`config.mk`:
```
export PLATFORM = sky130hd
export DESIGN_NAME = wash_cycle_sequencer
export DESIGN_NICKNAME = d
export VERILOG_FILES = /design/src/rtl/wash_cycle_sequencer.sv
export SDC_FILE = /design/constraint.sdc
export NUM_CORES = 1
export LEC_CHECK = 0
export BUFFER_PORTS_ARGS = -buffer_cell sky130_fd_sc_hd__buf_2
export CAP_MARGIN = 20
export CORE_UTILIZATION = 40
export DETAILED_ROUTE_END_ITERATION = 8
export GPL_TIMING_DRIVEN = 0
export PLACE_DENSITY = 0.8
export SKIP_CTS_REPAIR_TIMING = 1
export SYNTH_ARGS = -nofsm -noshare
export SYNTH_HDL_FRONTEND = slang
export SYNTH_SLANG_ARGS = --single-unit
```
`constraint.sdc`:
```
create_clock -name clk -period 2 [get_ports clk]
set_input_delay 0.1 -clock clk [delete_from_list [all_inputs] [get_ports clk]]
set_output_delay 0.1 -clock clk [all_outputs]
set_load 0.01 [all_outputs]
```
`src/rtl/wash_cycle_sequencer.sv`:
```
// -----------------------------------------------------------------------------
// wash_cycle_sequencer
//   Programme controller for the washing machine. A coin accepted in IDLE
//   starts the fill -> wash -> rinse -> spin sequence (wash+rinse repeated
//   once when double_wash was set at coin time). Each phase loads and starts
//   the shared countdown timer and advances when the timer reports done.
//
// Ports
//   clk          system clock
//   rst          asynchronous reset, active low
//   coin_in      level; a high sample in IDLE starts a programme
//   double_wash  latched at coin acceptance; repeats wash+rinse once
//   timer_pause  level; honoured in SPIN only
//   tmr_done     timer completion flag (level)
//   door_open    only with DOOR_INTERLOCK_EN: pauses any active phase and
//                blocks coin acceptance in IDLE
//   tmr_value    duration loaded into the timer, held until next phase entry
//   tmr_start    one-cycle pulse on phase entry
//   tmr_hold     freezes the timer countdown
//   phase        0 IDLE, 1 FILL, 2 WASH, 3 RINSE, 4 SPIN, 5 DONE
//   door_lock    high in FILL..SPIN
//   prog_done    one-cycle pulse in DONE
//
// Optional feature macro: DOOR_INTERLOCK_EN
//
// state   | meaning
// --------+-----------------------------------------------------------
// S_IDLE  | waiting for a coin
// S_FILL  | filling drum, timer loaded with FILL_T
// S_WASH  | washing, timer loaded with WASH_T
// S_RINSE | rinsing, timer loaded with RINSE_T; may loop back to WASH
// S_SPIN  | spinning, timer loaded with SPIN_T; pausable
// S_DONE  | one-cycle completion state, pulses prog_done
// -----------------------------------------------------------------------------
module wash_cycle_sequencer #(
    parameter int unsigned FILL_T  = 2,
    parameter int unsigned WASH_T  = 5,
    parameter int unsigned RINSE_T = 2,
    parameter int unsigned SPIN_T  = 1,
    parameter int          VALUE_W = 32
) (
    input  logic               clk,
    input  logic               rst,
    input  logic               coin_in,
    input  logic               double_wash,
    input  logic               timer_pause,
    input  logic               tmr_done,
`ifdef DOOR_INTERLOCK_EN
    input  logic               door_open,
`endif
    output logic [VALUE_W-1:0] tmr_value,
    output logic               tmr_start,
    output logic               tmr_hold,
    output logic [2:0]         phase,
    output logic               door_lock,
    output logic               prog_done
);

    typedef enum logic [2:0] {
        S_IDLE  = 3'd0,
        S_FILL  = 3'd1,
        S_WASH  = 3'd2,
        S_RINSE = 3'd3,
        S_SPIN  = 3'd4,
        S_DONE  = 3'd5
    } state_t;

    state_t             state_q, state_d;
    logic               dw_q, dw_d;
    logic               second_q, second_d;
    logic [1:0]         guard_q, guard_d;
    logic [VALUE_W-1:0] tmr_value_q, tmr_value_d;
    logic               tmr_start_q, tmr_start_d;
    logic               tmr_hold_q, tmr_hold_d;
    logic               door_lock_q, door_lock_d;
    logic               prog_done_q, prog_done_d;

    logic               active;
    logic               pause_req;
    logic               coin_ok;
    logic               advance;
    logic               entry;

    function automatic logic [VALUE_W-1:0] phase_dur(input state_t s);
        logic [VALUE_W-1:0] d;
        d = '0;
        case (s)
            S_FILL:  d = VALUE_W'(FILL_T);
            S_WASH:  d = VALUE_W'(WASH_T);
            S_RINSE: d = VALUE_W'(RINSE_T);
            S_SPIN:  d = VALUE_W'(SPIN_T);
            default: d = '0;
        endcase
        return d;
    endfunction

    always_comb begin
        state_d     = state_q;
        dw_d        = dw_q;
        second_d    = second_q;
        guard_d     = guard_q;
        tmr_value_d = tmr_value_q;
        tmr_start_d = 1'b0;
        tmr_hold_d  = 1'b0;

        active = (state_q == S_FILL) || (state_q == S_WASH) ||
                 (state_q == S_RINSE) || (state_q == S_SPIN);

`ifdef DOOR_INTERLOCK_EN
        pause_req = ((state_q == S_SPIN) && timer_pause) || (active && door_open);
        coin_ok   = coin_in && !door_open;
`else
        pause_req = (state_q == S_SPIN) && timer_pause;
        coin_ok   = coin_in;
`endif

        // A done sample only counts once the guard has matured and the
        // timer was not already frozen; a pause rising in the same cycle
        // as done therefore loses.
        advance = (guard_q == 2'd2) && !tmr_hold_q && tmr_done;

        if (active && !tmr_hold_q && (guard_q != 2'd2)) begin
            guard_d = guard_q + 2'd1;
        end

        case (state_q)
            S_IDLE: begin
                if (coin_ok) begin
                    state_d  = S_FILL;
                    dw_d     = double_wash;
                    second_d = 1'b0;
                end
            end
            S_FILL:  if (advance) state_d = S_WASH;
            S_WASH:  if (advance) state_d = S_RINSE;
            S_RINSE: begin
                if (advance) begin
                    if (dw_q && !second_q) begin
                        state_d  = S_WASH;
                        second_d = 1'b1;
                    end else begin
                        state_d = S_SPIN;
                    end
                end
            end
            S_SPIN:  if (advance) state_d = S_DONE;
            S_DONE:  state_d = S_IDLE;
            default: state_d = S_IDLE;
        endcase

        entry = (state_d != state_q) &&
                ((state_d == S_FILL) || (state_d == S_WASH) ||
                 (state_d == S_RINSE) || (state_d == S_SPIN));

        if (entry) begin
            tmr_start_d = 1'b1;
            tmr_value_d = phase_dur(state_d);
            guard_d     = 2'd0;
        end

        // Hold only follows the pause request while staying in the phase;
        // any transition drops it.
        if (active && (state_d == state_q)) begin
            tmr_hold_d = pause_req;
        end

        door_lock_d = (state_d == S_FILL) || (state_d == S_WASH) ||
                      (state_d == S_RINSE) || (state_d == S_SPIN);
        prog_done_d = (state_d == S_DONE);
    end

    always_ff @(posedge clk or negedge rst) begin
        if (!rst) begin
            state_q     <= S_IDLE;
            dw_q        <= 1'b0;
            second_q    <= 1'b0;
            guard_q     <= 2'd0;
            tmr_value_q <= '0;
            tmr_start_q <= 1'b0;
            tmr_hold_q  <= 1'b0;
            door_lock_q <= 1'b0;
            prog_done_q <= 1'b0;
        end else begin
            state_q     <= state_d;
            dw_q        <= dw_d;
            second_q    <= second_d;
            guard_q     <= guard_d;
            tmr_value_q <= tmr_value_d;
            tmr_start_q <= tmr_start_d;
            tmr_hold_q  <= tmr_hold_d;
            door_lock_q <= door_lock_d;
            prog_done_q <= prog_done_d;
        end
    end

    assign tmr_value = tmr_value_q;
    assign tmr_start = tmr_start_q;
    assign tmr_hold  = tmr_hold_q;
    assign phase     = state_q;
    assign door_lock = door_lock_q;
    assign prog_done = prog_done_q;

endmodule
```
==> run_results.csv, run 1 <==
group,metric,value,unit
clock_tree,cts_tree,"done",
cells_and_area,postLayoutCellArea,0.00124,mm2
setup_path,cp-start-kind,"register",
logic_synthesis,netlist_area,978,um2
logic_synthesis,yosys-top-cells-area,"dfrtp_1 36%, buf_4 22%, a2bb2oi_4 2.7%, nor2_1 2.7%, buf_6 2.3%",
flow_run,maxCapViolCount,0,
timing,finalHoldViolCount,0,
drt,wl_per_cell,9.88,um
timing,clock_skew,0.00170,ns
global_routing,grt_usage,14.5,%
global_routing,grt_pass1_vias,681,
clock_tree,htree_levels,1,
timing,setup_tns,0,ns
drt,drc,0,
cells_and_area,fin_nets,159,
pwr,p_clk_share,14.2,%
logic_synthesis,synth-edff-count,0,
cells_and_area,antenna_cells,0,
clock_tree,cts_buffers,3,
place,place_area,0.00119,mm2
setup_path,max_stage_delay,0.40,ns
clock_tree,path_clk_slew,0.09,ns
cells_and_area,final_cell_mix,"29 x buf_4, 29 x conb_1, 18 x buf_2",
pwr,comb_power_share,53.5,%
pwr,power_density,1180,mW/mm2
clock_tree,clk_latency,0.28,ns
clock_tree,clock_path_buffers,2,
place,pre_cts_slack,0.350,ns
pwr,p_switching,586,uW
clock_tree,clockRootBuffer,"clkbuf_4",
floorplan,initial_core_util,43.4,%
floorplan,core,0.00225,mm2
logic_synthesis,yosysSeqAreaShare,35.8,%
logic_synthesis,ys_types,37,
logic_synthesis,synthFlopType,"dfrtp_1",
min_path,min_path_type,"in -> reg",
setup_path,worstPathArrival,1.86,ns
global_routing,grt_antenna_before_repair,0,
global_routing,grtUsageMet3,3.57,%
global_routing,grt_pass1_wl,2820,um
logic_synthesis,yosysTopAreaCellShare,35.8,%
pwr,p_leak,0.678,nW
setup_path,critPathTopFamily,"flip-flops",
pwr,pwr-share-seq,32.3,%
timing,final_max_slew_viol_count,0,
floorplan,rows,17,
setup_path,path_buf_inv,3,
timing,post-route-min-period,1.68,ns
timing,rsz0062_at_grt,"no",
logic_synthesis,synthCells,103,
cells_and_area,final_cell_count_no_fill,179,
place,dp_cells,174,
timing,hold_slack,0.0438,ns
floorplan,pin_count,45,
timing,fmax,595,MHz
setup_path,endpoint_kind,"register",
pwr,ir_drop,568,uV
drt,postRouteAntennaNets,0,
drt,drt-vias-per-instance,4.34,
global_routing,use_met2,25.1,%
logic_synthesis,yosysTopAreaCell,"dfrtp_1",
drt,first_pass_iters,4,
logic_synthesis,synthArstFlopShare,100,%
setup_path,worstSetupPathType,"reg -> reg",
logic_synthesis,ys_ff_latch,14,
place,io_buffers,15,
pwr,swShare,40.1,%
cells_and_area,drive_above_1_share,39.1,%
cells_and_area,fin_util,55.0,%
setup_path,cp.required,2.18,ns
pwr,finalPower,1.46,mW
floorplan,die_w,51.5,um
timing,period_share,84.0,%
status,status,"finished clean",
setup_path,path_max_fanout,7,
drt,routed_wl,1770,um
global_routing,grt.overflow.total,0,
place,dp_hpwl,1400,um
logic_synthesis,yosysWarnings,0,
pwr,p_int,874,uW
global_routing,grt-busiest-layer,"met2",
floorplan,dieArea,0.00265,mm2
global_routing,grtUsageMet1,17.0,%
place,gp_congestion,0.829,
floorplan,die_y,51.5,um
drt,vias,777,
setup_path,crit_chain,"inv_1 -> ha_1 -> buf_2 -> and3b_1 -> buf_6 -> a2bb2oi_4 -> nor2_1 -> a211o_1",
timing,fin_ws,0.320,ns
cells_and_area,syn_to_final_growth,26.7,%
logic_synthesis,synth_area_per_cell,9.50,um2
timing,setup_viol,0,
global_routing,grt_max_degree,15,
clock_tree,cts_num_sinks,14,
setup_path,cp_slowest_cell,"dfrtp_1",
drt,drt_iter0_markers,14,
## cells in the mapped netlist (2+ instances only)
library cell and number:
inv_1 3, buf_6 2, nor3_1 3, dfrtp_1 14, o41ai_1 2, nor2_1 7
o21ai_0 4, a21oi_1 4, buf_4 29, nand2_1 5, buf_2 3, o31ai_1 2
## state kept, by name (all words and copies together) (netlist names)
register	flops
door_lock	1
dw_q	1
guard_q	2
phase	3
prog_done	1
second_q	1
tmr_hold	1
tmr_start	1
tmr_value	3
## power groups by stage
stage	Combinational [mW]	Clock (mW)	Sequential, mW
global route	0.866	0.221	0.486
CTS	0.780	0.210	0.471
floorplan	0.574	0	0.501
global placement	0.754	0	0.473
finish	0.781	0.207	0.472
detailed placement	0.779	0	0.477
## worst register-to-register path: cells and delay by family (launching register included)
kind                     cells  cell delay (ns)
AO/OA/AOI/OAI                2             0.39
adder cells (fa/ha/maj)      1             0.18
buffers and inverters        3             0.35
flip-flops                   1             0.40
AND/OR/NAND/NOR              2             0.24
## logic make-up (layout without fill, tap and decap cells)
family / count (synthesis) / after routing / share of synthesized area [%]
AO/OA/AOI/OAI: 20 / 20 / 15.9
XOR/XNOR: 1 / 1 / 0.895
adder cells (fa/ha/maj): 1 / 1 / 1.28
buffers and inverters: 38 / 58 / 27.6
flip-flops: 14 / 14 / 35.8
multiplexers: 2 / 2 / 2.56
other: 1 / 29 / 0.383
AND/OR/NAND/NOR: 26 / 26 / 15.6
## path summary, 6_finish.rpt
kind / cells after the start / startpoint / slack (ns) / to
setup / recovery: 8 / guard_q[0]$_DFFE_PN0P_ / 0.32 / phase[0]$_DFF_PN0_
hold / removal: 2 / double_wash / 0.04 / dw_q$_DFFE_PN0P_
setup reg to reg: 8 / guard_q[0]$_DFFE_PN0P_ / 0.32 / phase[0]$_DFF_PN0_
hold reg to reg: 2 / tmr_value[0]$_DFFE_PN0P_ / 0.50 / tmr_value[0]$_DFFE_PN0P_
max in group asynchronous: 2 / rst / 1.53 / second_q$_DFFE_PN0P_
min in group asynchronous: 2 / rst / 0.23 / guard_q[1]$_DFFE_PN0P_
## layout make-up
class                           count  area [um2]
Fill cell                         224        1010
Multi-Input combinational cell     79         463
Sequential cell                    14         350
Buffer                             35         259
Timing Repair Buffer               16        85.1
Clock buffer                        4        36.3
Tap cell                           28        35.0
Inverter                            3        11.3
## routing by layer
layer  part of all wire (%)  up-vias
li1                       -      393
met1                     41      339
met2                     50       41
met3                    7.2        4
met4                    1.6        0
met5                      0        -
Note: power is estimated with default switching activity, not from simulation.
==> run 2, diff against run 1 <==
--- a/config.mk
+++ b/config.mk
@@ -5,12 +5,13 @@
 export SDC_FILE = /design/constraint.sdc
 export NUM_CORES = 1
 export LEC_CHECK = 0
+export ABC_AREA = 1
 export BUFFER_PORTS_ARGS = -buffer_cell sky130_fd_sc_hd__buf_2
 export CAP_MARGIN = 20
 export CORE_UTILIZATION = 40
 export DETAILED_ROUTE_END_ITERATION = 8
 export GPL_TIMING_DRIVEN = 0
-export PLACE_DENSITY = 0.8
+export PLACE_DENSITY = 0.83
 export SKIP_CTS_REPAIR_TIMING = 1
 export SYNTH_ARGS = -nofsm -noshare
 export SYNTH_HDL_FRONTEND = slang
==> constraint.sdc (replaced) <==
create_clock -name clk -period 1.3 [get_ports clk]
set_input_delay 0.065 -clock clk [delete_from_list [all_inputs] [get_ports clk]]
set_output_delay 0.065 -clock clk [all_outputs]
set_load 0.01 [all_outputs]
==> run 2 against run 1 <==
- the flow now finishes with violations (negative setup slack)
- sequential power increased by 53%
- fmax increased by 2.0%
- non-clock buffer count decreased by 2
- synthesized cell count increased by 13%
- design area increased by 8.7%
- flip-flop and latch count unchanged
- worst hold slack got worse by 0.0066 ns
- register-to-register slack got worse by 0.67 ns
- critical path depth increased by 3
- highest routed layer unchanged
==> run_results.csv, run 2 <==
group,metric,value,unit
status,status,"finished with violations",
status,violations,"negative setup slack",
floorplan,die_w,51.4,um
setup_path,path_max_fanout,4,
floorplan,initial_core_util,43.3,%
pwr,p_int,1.38,mW
timing,finalHoldViolCount,0,
floorplan,core,0.00225,mm2
global_routing,grt_antenna_before_repair,0,
floorplan,dieArea,0.00264,mm2
global_routing,grt_usage,13.5,%
timing,post-route-min-period,1.65,ns
setup_path,endpoint_kind,"register",
logic_synthesis,synth_top_family_by_area,"simple AND/OR/NAND/NOR gates",
logic_synthesis,synth_common_cells,"29 x buf_4, 25 x nand2_1, 14 x dfrtp_1",
drt,postRouteAntennaNets,0,
place,dp_hpwl,1330,um
logic_synthesis,yosysTopAreaCellShare,35.9,%
timing,rsz0062_at_grt,"yes",
logic_synthesis,synthFlopType,"dfrtp_1",
cells_and_area,postLayoutCellArea,0.00135,mm2
logic_synthesis,synth.area.mux_share,0,%
cells_and_area,antenna_cells,0,
global_routing,grt_pass1_vias,657,
pwr,ir_drop,1060,uV
drt,vias,807,
pwr,p_switching,1.24,mW
logic_synthesis,netlist_area,976,um2
drt,drc,0,
pwr,p_leak,0.758,nW
place,io_buffers,15,
floorplan,die_y,51.4,um
clock_tree,htree_levels,1,
timing,final_max_slew_viol_count,0,
clock_tree,cts_tree,"done",
drt,drt_iter0_markers,17,
setup_path,worstPathArrival,1.83,ns
place,gp_congestion,0.774,
logic_synthesis,yosysSeqAreaShare,35.9,%
drt,first_pass_iters,4,
timing,fmax,607,MHz
floorplan,pin_count,45,
place,place_area,0.00120,mm2
clock_tree,cts_num_sinks,14,
logic_synthesis,synthAdderAreaFrac,1.28,%
pwr,comb_power_share,60.2,%
cells_and_area,final_common_cell,"buf_4",
logic_synthesis,ys_ff_latch,14,
cells_and_area,n_fill_cell,220,
global_routing,grt_pass1_wl,2640,um
timing,clock_skew,0.00360,ns
global_routing,grt_max_degree,15,
drt,drt-vias-per-instance,4.12,
setup_path,worstSetupPathType,"reg -> reg",
clock_tree,path_clk_slew,0.09,ns
cells_and_area,drive_above_1_share,48.8,%
logic_synthesis,synthCells,116,
floorplan,rows,17,
setup_path,cp.required,1.48,ns
cells_and_area,multi_input_area,548,um2
drt,wl_per_cell,9.46,um
clock_tree,clk_latency,0.28,ns
logic_synthesis,synthArstFlopShare,100,%
clock_tree,clockRootBuffer,"clkbuf_4",
logic_synthesis,yosys-top-cells-area,"dfrtp_1 36%, buf_4 22%, nand2_1 9.6%, nor2_4 3.5%, inv_1 3.1%",
logic_synthesis,synth_area_per_cell,8.41,um2
drt,routed_wl,1860,um
setup_path,cp-start-kind,"register",
pwr,swShare,47.4,%
clock_tree,clock_path_buffers,2,
place,pre_cts_slack,-0.336,ns
logic_synthesis,yosysTopAreaCell,"dfrtp_1",
timing,setup_tns,-2.51,ns
timing,fin_ws,-0.347,ns
pwr,pwr-share-seq,27.6,%
logic_synthesis,synth-edff-count,0,
logic_synthesis,yosysWarnings,0,
cells_and_area,seq_area,353,um2
pwr,power_density,1940,mW/mm2
cells_and_area,syn_to_final_growth,38.1,%
cells_and_area,final_cell_mix,"32 x buf_4, 29 x conb_1, 20 x nand2_1",
timing,setup_viol,9,
logic_synthesis,synth_most_common_cell,"buf_4",
min_path,min_path_type,"in -> reg",
timing,period_share,127,%
logic_synthesis,synthSimpleGateAreaFrac,28.8,%
logic_synthesis,synthXorXnorAreaFrac,0.897,%
cells_and_area,final_cell_count_no_fill,196,
flow_run,maxCapViolCount,0,
logic_synthesis,synth_compound_area_share,6.28,%
clock_tree,cts_buffers,3,
place,dp_cells,187,
global_routing,grt.overflow.total,0,
logic_synthesis,ys_types,25,
pwr,p_clk_share,12.2,%
cells_and_area,fin_nets,176,
run 2: path summary, 6_finish.rpt:
check	startpoint	to	slack (ns)	cells after the start
worst max-delay path	guard_q[0]$_DFFE_PN0P_	guard_q[0]$_DFFE_PN0P_	-0.35	11
worst min-delay path	timer_pause	tmr_hold$_DFF_PN0_	0.04	2
worst max register to register	guard_q[0]$_DFFE_PN0P_	guard_q[0]$_DFFE_PN0P_	-0.35	11
worst min register to register	tmr_value[1]$_DFFE_PN0P_	tmr_value[1]$_DFFE_PN0P_	0.48	2
max in group asynchronous	rst	phase[0]$_DFF_PN0_	0.83	2
min in group asynchronous	rst	tmr_value[0]$_DFFE_PN0P_	0.21	2
run 2: cells by family after synthesis:
logic type      Yosys count
other cells               1
simple gates             51
fa+ha+maj                 1
flops                    14
compound gates            9
buf+inv                  39
xor+xnor                  1
run 2: metal layers:
layer / track usage [%] / vias up / wire length, um
met1: 15.7 / 358 / 795
met5: 0 / - / 0
met3: 2.68 / 2 / 114
met2: 24.0 / 35 / 933
li1: - / 412 / -
met4: 5.41 / 0 / 11
run 2: area by class of cell:
class	instances	share of cell area, %
plain buffers	29	16.2
clock buffers	4	2.69
inverters	10	2.97
multi-input cells	91	40.7
flip-flops and latches	14	26.2
well taps	28	2.60
repair buffers	20	8.73
run 2: power by group through the flow:
stage / sequential (mW) / combinational (mW) / clock, mW
after global placement: 0.710 / 1.33 / 0
after global routing: 0.739 / 1.76 / 0.345
after CTS: 0.707 / 1.38 / 0.323
after detailed placement: 0.717 / 1.37 / 0
after floorplan: 0.750 / 1.06 / 0
final: 0.723 / 1.58 / 0.318
run 2: metrics by stage:
step / hold slack [ns] / total power, mW / utilization [%]
floorplan: -0.231 / 1.81 / -
global placement: -0.0322 / 2.04 / 53.4
detailed placement: -0.0267 / 2.08 / 53.4
CTS: -0.342 / 2.41 / 55.0
global route: 0.0229 / 2.84 / 59.8
finish: 0.0372 / 2.62 / 59.8
run 2: worst max-delay path: stages, from the launching register on:
cell and delay (ns):
dfrtp_1 0.39, inv_2 0.07, ha_4 0.16, nand3_2 0.11, o21ai_1 0.20, nand2_2 0.12, inv_1 0.10, nand3_2 0.08
nand2_2 0.11, nand2_4 0.07, inv_4 0.08, nor2_4 0.03
